### config.mk
export PLATFORM = sky130hd
export DESIGN_NAME = alu_arbiter
export DESIGN_NICKNAME = d
export VERILOG_FILES = /design/src/rtl/alu_arbiter_pkg.sv /design/src/rtl/alu_arbiter_alu.sv /design/src/rtl/alu_arbiter.sv
export SDC_FILE = /design/constraint.sdc
export NUM_CORES = 1
export LEC_CHECK = 0
export CAP_MARGIN = 20
export CORE_MARGIN = 2
export CORE_UTILIZATION = 47
export CTS_BUF_LIST = sky130_fd_sc_hd__clkbuf_4 sky130_fd_sc_hd__clkbuf_8
export DETAILED_ROUTE_END_ITERATION = 7
export PLACE_DENSITY_LB_ADDON = 0.05
export SYNTH_ARGS = -nofsm -noshare
export SYNTH_HDL_FRONTEND = slang
export SYNTH_HIERARCHICAL = 1
export SYNTH_SLANG_ARGS = --single-unit
### constraint.sdc
create_clock -name clk -period 7.05 [get_ports clk]
set_input_delay 1.41 -clock clk [delete_from_list [all_inputs] [get_ports clk]]
set_output_delay 1.41 -clock clk [all_outputs]
set_load 0.1 [all_outputs]
### src/rtl/alu_arbiter_pkg.sv
// alu_arbiter_pkg: command encodings, status bit indices and requester count shared by the ALU arbiter slice
package alu_arbiter_pkg;
    localparam logic [3:0] EXE_MOV = 4'b0001;
    localparam logic [3:0] EXE_MVN = 4'b1001;
    localparam logic [3:0] EXE_ADD = 4'b0010;
    localparam logic [3:0] EXE_ADC = 4'b0011;
    localparam logic [3:0] EXE_SUB = 4'b0100;
    localparam logic [3:0] EXE_SBC = 4'b0101;
    localparam logic [3:0] EXE_AND = 4'b0110;
    localparam logic [3:0] EXE_ORR = 4'b0111;
    localparam logic [3:0] EXE_EOR = 4'b1000;
    localparam int SR_N = 3;
    localparam int SR_Z = 2;
    localparam int SR_C = 1;
    localparam int SR_V = 0;
    localparam int NREQ = 2;
endpackage

### src/rtl/alu_arbiter_alu.sv
// alu_arbiter_alu: 32-bit ALU with {N,Z,C,V} flags; subtraction is a + ~b + carry so C means no-borrow
module alu_arbiter_alu
    import alu_arbiter_pkg::*;
(
    input  logic [3:0]  cmd,
    input  logic [31:0] val1,
    input  logic [31:0] val2,
    input  logic        cin,
    output logic [31:0] res,
    output logic [3:0]  status
);
    logic        arith;
    logic        ci;
    logic [31:0] b;
    logic [32:0] sum;
    always_comb begin
        arith  = cmd inside {EXE_ADD, EXE_ADC, EXE_SUB, EXE_SBC};
        b      = (cmd == EXE_SUB || cmd == EXE_SBC) ? ~val2 : val2;
        ci     = cmd == EXE_SUB ? 1'b1 : (cmd == EXE_ADC || cmd == EXE_SBC) ? cin : 1'b0;
        sum    = {1'b0, val1} + {1'b0, b} + {32'd0, ci};
        res    = arith ? sum[31:0] :
                 cmd == EXE_MOV ? val2 :
                 cmd == EXE_MVN ? ~val2 :
                 cmd == EXE_AND ? val1 & val2 :
                 cmd == EXE_ORR ? val1 | val2 :
                 cmd == EXE_EOR ? val1 ^ val2 : 32'd0;
        status = {res[31], res == 32'd0, arith & sum[32],
                  arith & (val1[31] == b[31]) & (res[31] != val1[31])};
    end
endmodule

### src/rtl/alu_arbiter.sv
// alu_arbiter: round-robin sharing of one ALU between two requesters with registered responses and status register
module alu_arbiter
    import alu_arbiter_pkg::*;
(
    input  logic        clk,
    input  logic        rst,
    input  logic        r0_req_valid,
    output logic        r0_req_ready,
    input  logic [3:0]  r0_exe_cmd,
    input  logic [31:0] r0_val1,
    input  logic [31:0] r0_val2,
    input  logic        r0_s,
    output logic        r0_rsp_valid,
    input  logic        r0_rsp_ready,
    output logic [31:0] r0_rsp_res,
    output logic [3:0]  r0_rsp_status,
    input  logic        r1_req_valid,
    output logic        r1_req_ready,
    input  logic [3:0]  r1_exe_cmd,
    input  logic [31:0] r1_val1,
    input  logic [31:0] r1_val2,
    input  logic        r1_s,
    output logic        r1_rsp_valid,
    input  logic        r1_rsp_ready,
    output logic [31:0] r1_rsp_res,
    output logic [3:0]  r1_rsp_status,
    output logic [3:0]  sr
);
    logic        last;
    logic        e0, e1, g0, g1;
    logic [3:0]  cmd, alu_status;
    logic [31:0] a, b, alu_res;
    assign e0 = r0_req_valid & (~r0_rsp_valid | r0_rsp_ready);
    assign e1 = r1_req_valid & (~r1_rsp_valid | r1_rsp_ready);
    // last == 1 means requester 1 was served most recently, so a tie goes to 0
    assign g0 = ~rst & e0 & (~e1 | last);
    assign g1 = ~rst & e1 & (~e0 | ~last);
    assign r0_req_ready = g0;
    assign r1_req_ready = g1;
    assign cmd = g1 ? r1_exe_cmd : r0_exe_cmd;
    assign a   = g1 ? r1_val1 : r0_val1;
    assign b   = g1 ? r1_val2 : r0_val2;
    alu_arbiter_alu u_alu (
        .cmd    (cmd),
        .val1   (a),
        .val2   (b),
        .cin    (sr[SR_C]),
        .res    (alu_res),
        .status (alu_status)
    );
    always_ff @(posedge clk) begin
        if (rst) begin
            last          <= 1'b1;
            sr            <= 4'd0;
            r0_rsp_valid  <= 1'b0;
            r0_rsp_res    <= 32'd0;
            r0_rsp_status <= 4'd0;
            r1_rsp_valid  <= 1'b0;
            r1_rsp_res    <= 32'd0;
            r1_rsp_status <= 4'd0;
        end else begin
            if (g0 | g1) last <= g1;
            if ((g0 & r0_s) | (g1 & r1_s)) sr <= alu_status;
            if (g0) begin
                r0_rsp_valid  <= 1'b1;
                r0_rsp_res    <= alu_res;
                r0_rsp_status <= alu_status;
            end else if (r0_rsp_ready) begin
                r0_rsp_valid  <= 1'b0;
            end
            if (g1) begin
                r1_rsp_valid  <= 1'b1;
                r1_rsp_res    <= alu_res;
                r1_rsp_status <= alu_status;
            end else if (r1_rsp_ready) begin
                r1_rsp_valid  <= 1'b0;
            end
        end
    end
endmodule

; After elaboration in Yosys (flattened, before gate mapping)
; Index checks and enable logic that the tools add are counted.
[word_totals]
reg_bits = 79
latch_bits = 0
ram_bits = 0
rom_bits = 0
out_inout_bits = 80
wordCells = 70
mem_count = 0
[classes]
n_addsub = 2
mul = 0
div = 0
magnitude_cmp = 0
eq_ne = 11
n_shift = 0
muxes = 16
n_bitwise = 27
n_reduce_logical = 6
[ops]
columns = op, count
row1 = two-way mux 32 bit, 9
row2 = adder 32 x 32 -> 33 bit, 1
row3 = adder 33 x 1 -> 33 bit, 1
row4 = AND 32 bit, 1
row5 = zero test 32 bit, 1
row6 = NOT 32 bit, 1
row7 = OR 32 bit, 1
row8 = bitwise XOR 32 bit, 1
row9 = "== test 4 x 3 -> 1 bit, second input constant", 4
row10 = AND 1 bit, 11
row11 = "== test 4 x 2 -> 1 bit, second input constant", 2
row12 = "== test 4 bit, second input constant", 2
row13 = two-way mux 1 bit, 6
row14 = NOT 1 bit, 6
row15 = OR 1 bit, 6
row16 = "== test 4 x 1 -> 1 bit, second input constant", 1
row17 = two-way mux 4 bit, 1
row18 = nonzero test 2 bit, 2
row19 = nonzero test 4 bit, 1
row20 = logical OR 1 bit, 2
row21 = == test 1 bit, 1
row22 = != test 1 bit, 1

; Logic depth before layout (Yosys ltp)
[depth]
depth_word = 16
mapped_depth = 25
ltp_nobuf = 20

; Modules after synthesis
; Netlist, hierarchy kept.
[by_module_without_submodules]
columns = module, instances, cells_per_inst, area_per_inst_um2, seq_area_each_um2
row1 = alu_arbiter_alu, 1, 721, 5058.6, 0.0
row2 = alu_arbiter, 1, 386, 3808.7, 1581.5

; Worst setup path before layout
; No wires, ideal clock.
[synth_timing]
path_kind = input to register
startpoint = input port r0_rsp_ready
endpoint = register sr[2]
setup_ns = 0.072
t_arrival_ns = 7.475
setup_slack_ns = -0.497
cell_stages = 25
cell_sequence = nand2b_1 > a2111oi_4 > buf_2 > mux2_2 > buf_2 > buf_2 > nor2_1 > clkbuf_1 > clkbuf_1 > clkbuf_1 > and3_1 > a21oi_1 > fa_1 > fa_1 > nor2b_1 > o2111ai_1 > a21boi_2 > o21ai_1 > or4_1 > o211ai_1 > a21oi_1 > or4_4 > nor4_2 > nand2b_1 > mux2i_1
[synth_between]
elab_chain_len = 14
elab_cells_between_ends = 41
[synth_lines]
columns = element, line_no
row1 = from (decl), alu_arbiter.sv:14  ; input logic r0_rsp_ready,
row2 = OR 1 bit *, alu_arbiter.sv:33  ; assign e0 = r0_req_valid & (~r0_rsp_valid | r0_rsp_ready);
row3 = AND 1 bit *, alu_arbiter.sv:33
row4 = NOT 1 bit *, alu_arbiter.sv:37  ; assign g1 = ~rst & e1 & (~e0 | ~last);
row5 = OR 1 bit *, alu_arbiter.sv:37
row6 = AND 1 bit *, alu_arbiter.sv:37
row7 = two-way mux 4 bit *, alu_arbiter.sv:40  ; assign cmd = g1 ? r1_exe_cmd : r0_exe_cmd;
row8 = via cmd[3], alu_arbiter.sv:31  ; logic [3:0] cmd, alu_status;
row9 = "parallel branches: the longest is 6 deep, another holds adder 32 x 32 -> 33 bit", n/a
row10 = two-way mux 32 bit *, alu_arbiter_alu.sv:21  ; res = arith ? sum[31:0] :
row11 = zero test 32 bit *, alu_arbiter_alu.sv:27  ; status = {res[31], res == 32'd0, arith & sum[32],
row12 = via alu_status[2], alu_arbiter.sv:31
row13 = to (signal assigned), alu_arbiter.sv:63  ; if ((g0 & r0_s) | (g1 & r1_s)) sr <= alu_status;
row14 = to (decl), alu_arbiter.sv:27  ; output logic [3:0] sr
; Mark *: on every way through the listed nets, which the timed path passes.
; A chain may end at the register's enable or synchronous reset.

; Final worst setup path
[layout_timing]
startpoint = input port r0_rsp_ready
endpoint = register sr[2]
[layout_between]
elab_chain_len = 14
elab_cells_between_ends = 41
[layout_lines]
columns = element, line_no
row1 = OR 1 bit *, alu_arbiter.sv:33
row2 = AND 1 bit *, alu_arbiter.sv:33
row3 = NOT 1 bit *, alu_arbiter.sv:37
row4 = OR 1 bit *, alu_arbiter.sv:37
row5 = AND 1 bit *, alu_arbiter.sv:37
row6 = two-way mux 4 bit *, alu_arbiter.sv:40
row7 = via cmd[3], alu_arbiter.sv:31
row8 = "parallel branches: the longest is 6 deep, another holds adder 32 x 32 -> 33 bit", n/a
row9 = two-way mux 32 bit *, alu_arbiter_alu.sv:21
row10 = via alu_res[1], alu_arbiter.sv:32  ; logic [31:0] a, b, alu_res;
row11 = zero test 32 bit *, alu_arbiter_alu.sv:27
row12 = via alu_status[2], alu_arbiter.sv:31
; Marked as above.

==> results.rst <==
.. list-table::
   :header-rows: 1

   * - Metric
     - Value
   * - Run status
     - complete, no violations
   * - Family of cells with the greatest summed delay on the critical path
     - simple AND/OR/NAND/NOR gates
   * - Arr. time, crit path
     - 6960 ps
   * - Switching share of power
     - 0.464
   * - Footprint of the multi-input gates
     - 6670 sq um
   * - Highest clock frequency the design can meet
     - 149 MHz
   * - Number of placed I/O pins
     - 224
   * - Number of nets in the layout
     - 1586
   * - Total length of routed wires
     - 30.0 mm
   * - Filler Cell Count
     - 1676
   * - Path depth of the worst reg2reg path
     - 18
   * - Die extent in y
     - 141 um
   * - Depth of the CTS H-tree
     - 3
   * - Crit-path slowest cell
     - sky130_fd_sc_hd__fa_1
   * - Power density over the cells
     - 200 nW/um^2
   * - Cells along the critical path
     - clkdlybuf4s50_1 -> nand2b_1 -> a2111oi_4 -> buf_4 -> mux2_2 -> nor2b_1 -> nor2b_4 -> a21oi_1 -> fa_2 -> fa_1 -> o22ai_1 -> a211o_1 -> nor4_2 -> nand3b_1 -> or4_1 -> or4_4 -> nor4_4 -> nand2b_1 -> mux2i_1
   * - Number of pins with negative max-slew slack in the final report
     - 0
   * - Flip-flop and latch count after synthesis
     - 79
   * - Min Clock Period, post-route
     - 6690 ps
   * - Number of enable flip-flop cells after synthesis
     - 0
   * - Inserted Clock Buffers
     - 9
   * - Number of setup violations in the final report
     - 0
   * - Horizontal extent of the die
     - 141 um
   * - Post-synth top cells
     - 95 x sky130_fd_sc_hd__ha_1, 79 x sky130_fd_sc_hd__dfxtp_1, 78 x sky130_fd_sc_hd__o21ai_0
   * - Routability cong.
     - 0.961
   * - Sum of net half-perimeters after detailed placement
     - 23.5 mm
   * - Total standard cell area after synthesis
     - 8870 sq um
   * - Number of antenna repair diodes
     - 0
   * - Synth unique cells
     - 85
   * - Maximum number of pins on one net before global-route repair
     - 85
   * - WL/cell
     - 19.0 um
   * - Source of the worst register-to-register timing path
     - r0_rsp_valid$_SDFFE_PP0P_
   * - Capture point of the worst reg-to-reg path
     - sr[2]$_SDFFE_PP0P_
   * - Worst max-slew margin expressed relative to the limit
     - 0.305
   * - Total power consumption of the routed design
     - 0.00239 W
   * - Worst-path fanout max
     - 4
   * - Clock latency of the later-clocked register in the worst-skew pair
     - 350 ps
   * - Terminating pin of the worst hold path
     - r1_rsp_res[20]$_SDFFE_PP0P_
   * - Final period utilization
     - 0.949
   * - Clock group share of total power
     - 0.161
   * - Largest cells by area after synthesis
     - sky130_fd_sc_hd__dfxtp_1 18%, sky130_fd_sc_hd__ha_1 13%, sky130_fd_sc_hd__xnor2_1 5.5%
   * - Port Buf Inserts
     - 223
   * - Number of design-rule violations left by the first detailed-router iteration
     - 610
   * - CP peak stage delay
     - 530 ps
   * - DIE AREA
     - 20000 sq um
   * - Top cell type's share of synthesized area
     - 0.178
   * - Critical path startpoint
     - r0_rsp_ready
   * - Kind of capture point of the worst setup path
     - register
   * - Clock tree root driver cell
     - sky130_fd_sc_hd__clkbuf_8
   * - DRC
     - 0
   * - Max Cap Viol
     - 0
   * - Setup CP Type
     - input port to register
   * - Maximum vdd ir drop
     - 0.148 mV
   * - Most frequent cell after synthesis
     - sky130_fd_sc_hd__ha_1
   * - CTS tree
     - done
   * - Drt first pass iters
     - 5
   * - CORE AREA
     - 18600 sq um
   * - Final standard cell count with taps included and fillers excluded
     - 1581
   * - Crit path required time
     - 7320 ps
   * - Register Area
     - 1580 sq um
   * - Overall via count from detail_route
     - 9039
   * - Unrepaired setup endpoints after global routing
     - false
   * - Yosys warns
     - 6
   * - Startpoint of the tightest hold check path
     - r1_rsp_res[20]$_SDFFE_PP0P_
   * - Synthesized area per cell
     - 8.01 sq um
   * - Part of the power in combinational logic
     - 0.624
   * - Type of the worst min-delay path
     - register to register
   * - Cell internal pwr
     - 0.00128 W
   * - Residual overflow from global routing
     - 0
   * - Setup slack, reg-to-reg
     - 1580 ps
   * - Fraction of registers with async set or reset after synthesis
     - 0
   * - Cell with the most instances on the worst path
     - sky130_fd_sc_hd__nand2b_1
   * - Synthesis-to-layout area growth
     - 34.5%
   * - Number of buffers inserted for hold repair after clock tree synthesis
     - 0
   * - First-pass GRT wire length
     - 46.9 mm
   * - Total track usage
     - 0.294
   * - Share of the yosys chip area belonging to registers
     - 0.178
   * - Number of nets produced by synthesis
     - 1348
   * - Via count of the first global-routing pass
     - 8747
   * - Antenna violations before repair
     - 0
   * - Switch Pwr
     - 0.00111 W
   * - Clock Tree Buf Depth
     - 2
   * - Via count normalized by instance count
     - 5.72
   * - Placed cell count
     - 1568
   * - # clock sinks
     - 79
   * - Initial core utilization
     - 0.477
   * - Leading register cell type out of synthesis
     - sky130_fd_sc_hd__dfxtp_1
   * - Clock skew after layout
     - 12.3 ps
   * - Crit start category
     - input port
   * - Largest area contributor in the netlist
     - sky130_fd_sc_hd__dfxtp_1
   * - Count of standard-cell rows
     - 50
   * - Proportion of power drawn by flip-flops and latches
     - 0.214
   * - Fraction of layout cells with a size suffix above 1
     - 0.127
   * - Clock transition at the register clock pins on the worst setup and hold paths after CTS
     - 80 ps
   * - Number of cells produced by synthesis
     - 1107
   * - Final number of hold-violating endpoints
     - 0
   * - Worst slew pin tran
     - 1040 ps
   * - Critical path buffers and inverters
     - 2
   * - Remaining antenna violation count after routing
     - 0
   * - Hold-critical path depth
     - 2
   * - Static Leak
     - 5.10 nW
==> flip-flops by register name, summed over array words and instances (netlist names) <==
| signal | count |
|---|---|
| sr | 4 |
| r0_rsp_valid | 1 |
| r1_rsp_status | 4 |
| r0_rsp_status | 4 |
| r0_rsp_res | 32 |
| last | 1 |
| r1_rsp_res | 32 |
| r1_rsp_valid | 1 |
==> repair_timing <==
action | 4_1_cts | 5_1_grt
endpoints found under the setup margin | 0 | 3
gates resized for setup | 0 | 10
setup buffers | 0 | 0
endpoints found under the hold margin | 0 | 0
==> worst max path at each step <==
stage	cells past startpoint	to	slack (ps)
after floorplan	25	sr[2]$_SDFFE_PP0P_	2
after global placement	22	sr[2]$_SDFFE_PP0P_	-50
after detailed placement	22	sr[2]$_SDFFE_PP0P_	-110
after CTS	22	sr[2]$_SDFFE_PP0P_	200
after global routing	21	sr[2]$_SDFFE_PP0P_	3
final	19	sr[2]$_SDFFE_PP0P_	360
==> tightest hold or removal path, stage by stage, from the launching register on <==
cell and delay [ps]:
sky130_fd_sc_hd__dfxtp_1 310, sky130_fd_sc_hd__nand2b_1 60, sky130_fd_sc_hd__o21ai_0 60
==> final cells by class <==
cell class,count,area share
repair buffers,306,0.242
multi-input cells,876,0.559
inverters,73,0.0230
flip-flops and latches,79,0.133
well taps,234,0.0246
clock buffers,9,0.0104
clock inverters,4,0.00818
==> metrics by stage <==
stage / setup WS, ps / area (sq um) / TNS [ps] / utilization / hold WS [ps]
finish: 361 / 11900 / 0 / 0.642 / 473
global placement: -49.0 / 11700 / -49.0 / 0.628 / 460
detailed placement: -109 / 11700 / -195 / 0.628 / 465
CTS: 205 / 11900 / 0 / 0.640 / 477
floorplan: 2.21 / 8930 / 0 / - / 481
global route: 2.95 / 11900 / 0 / 0.642 / 491
==> per-layer routing <==
metal	part of all wire	up-vias	GRT usage	wire length, um
met2	0.47	336	0.505	14200
met1	0.43	4195	0.380	12900
li1	-	4455	-	-
met3	0.063	53	0.0435	1880
met5	0	-	0	0
met4	0.033	0	0.0921	990
==> power by group through the flow <==
stage	registers [W]	clock network, W	logic, W
after detailed placement	0.000522	0	0.00146
after global placement	0.000520	0	0.00146
after floorplan	0.000826	0	0.000694
final	0.000512	0.000385	0.00149
after CTS	0.000512	0.000389	0.00147
after global routing	0.000516	0.000409	0.00159
==> cells in the final DEF, fill, tap and decap left out, types with 7 or more instances in the layout <==
master,count
sky130_fd_sc_hd__o22ai_1,23
sky130_fd_sc_hd__a31oi_1,7
sky130_fd_sc_hd__mux2_1,36
sky130_fd_sc_hd__dfxtp_1,79
sky130_fd_sc_hd__mux2_2,32
sky130_fd_sc_hd__xnor2_1,56
sky130_fd_sc_hd__nor3b_1,37
sky130_fd_sc_hd__inv_1,72
sky130_fd_sc_hd__o32ai_1,7
sky130_fd_sc_hd__clkbuf_8,9
sky130_fd_sc_hd__mux2i_1,11
sky130_fd_sc_hd__a22oi_1,14
sky130_fd_sc_hd__nand3_1,17
sky130_fd_sc_hd__o21ai_0,77
sky130_fd_sc_hd__nand2b_1,50
sky130_fd_sc_hd__nor3_1,17
sky130_fd_sc_hd__or3_1,7
sky130_fd_sc_hd__a21oi_1,47
sky130_fd_sc_hd__nand2_1,74
sky130_fd_sc_hd__buf_4,81
sky130_fd_sc_hd__o211ai_1,8
sky130_fd_sc_hd__nor2_1,51
sky130_fd_sc_hd__ha_1,95
sky130_fd_sc_hd__nand4_1,12
sky130_fd_sc_hd__xor2_1,9
sky130_fd_sc_hd__and3_1,11
sky130_fd_sc_hd__a21o_1,46
sky130_fd_sc_hd__clkdlybuf4s50_1,221
==> kinds of logic (layout without fill, tap and decap cells) <==
kind of cell	Yosys count	in the layout	share of synthesized area
adder cells (fa/ha/maj)	97	97	0.139
AND/OR/NAND/NOR	319	319	0.195
flip-flops	79	79	0.178
XOR/XNOR	65	65	0.0642
buffers and inverters	152	392	0.0779
AO/OA/AOI/OAI	316	316	0.247
multiplexers	79	79	0.0988
No activity file was read; power rests on OpenSTA's default activity.
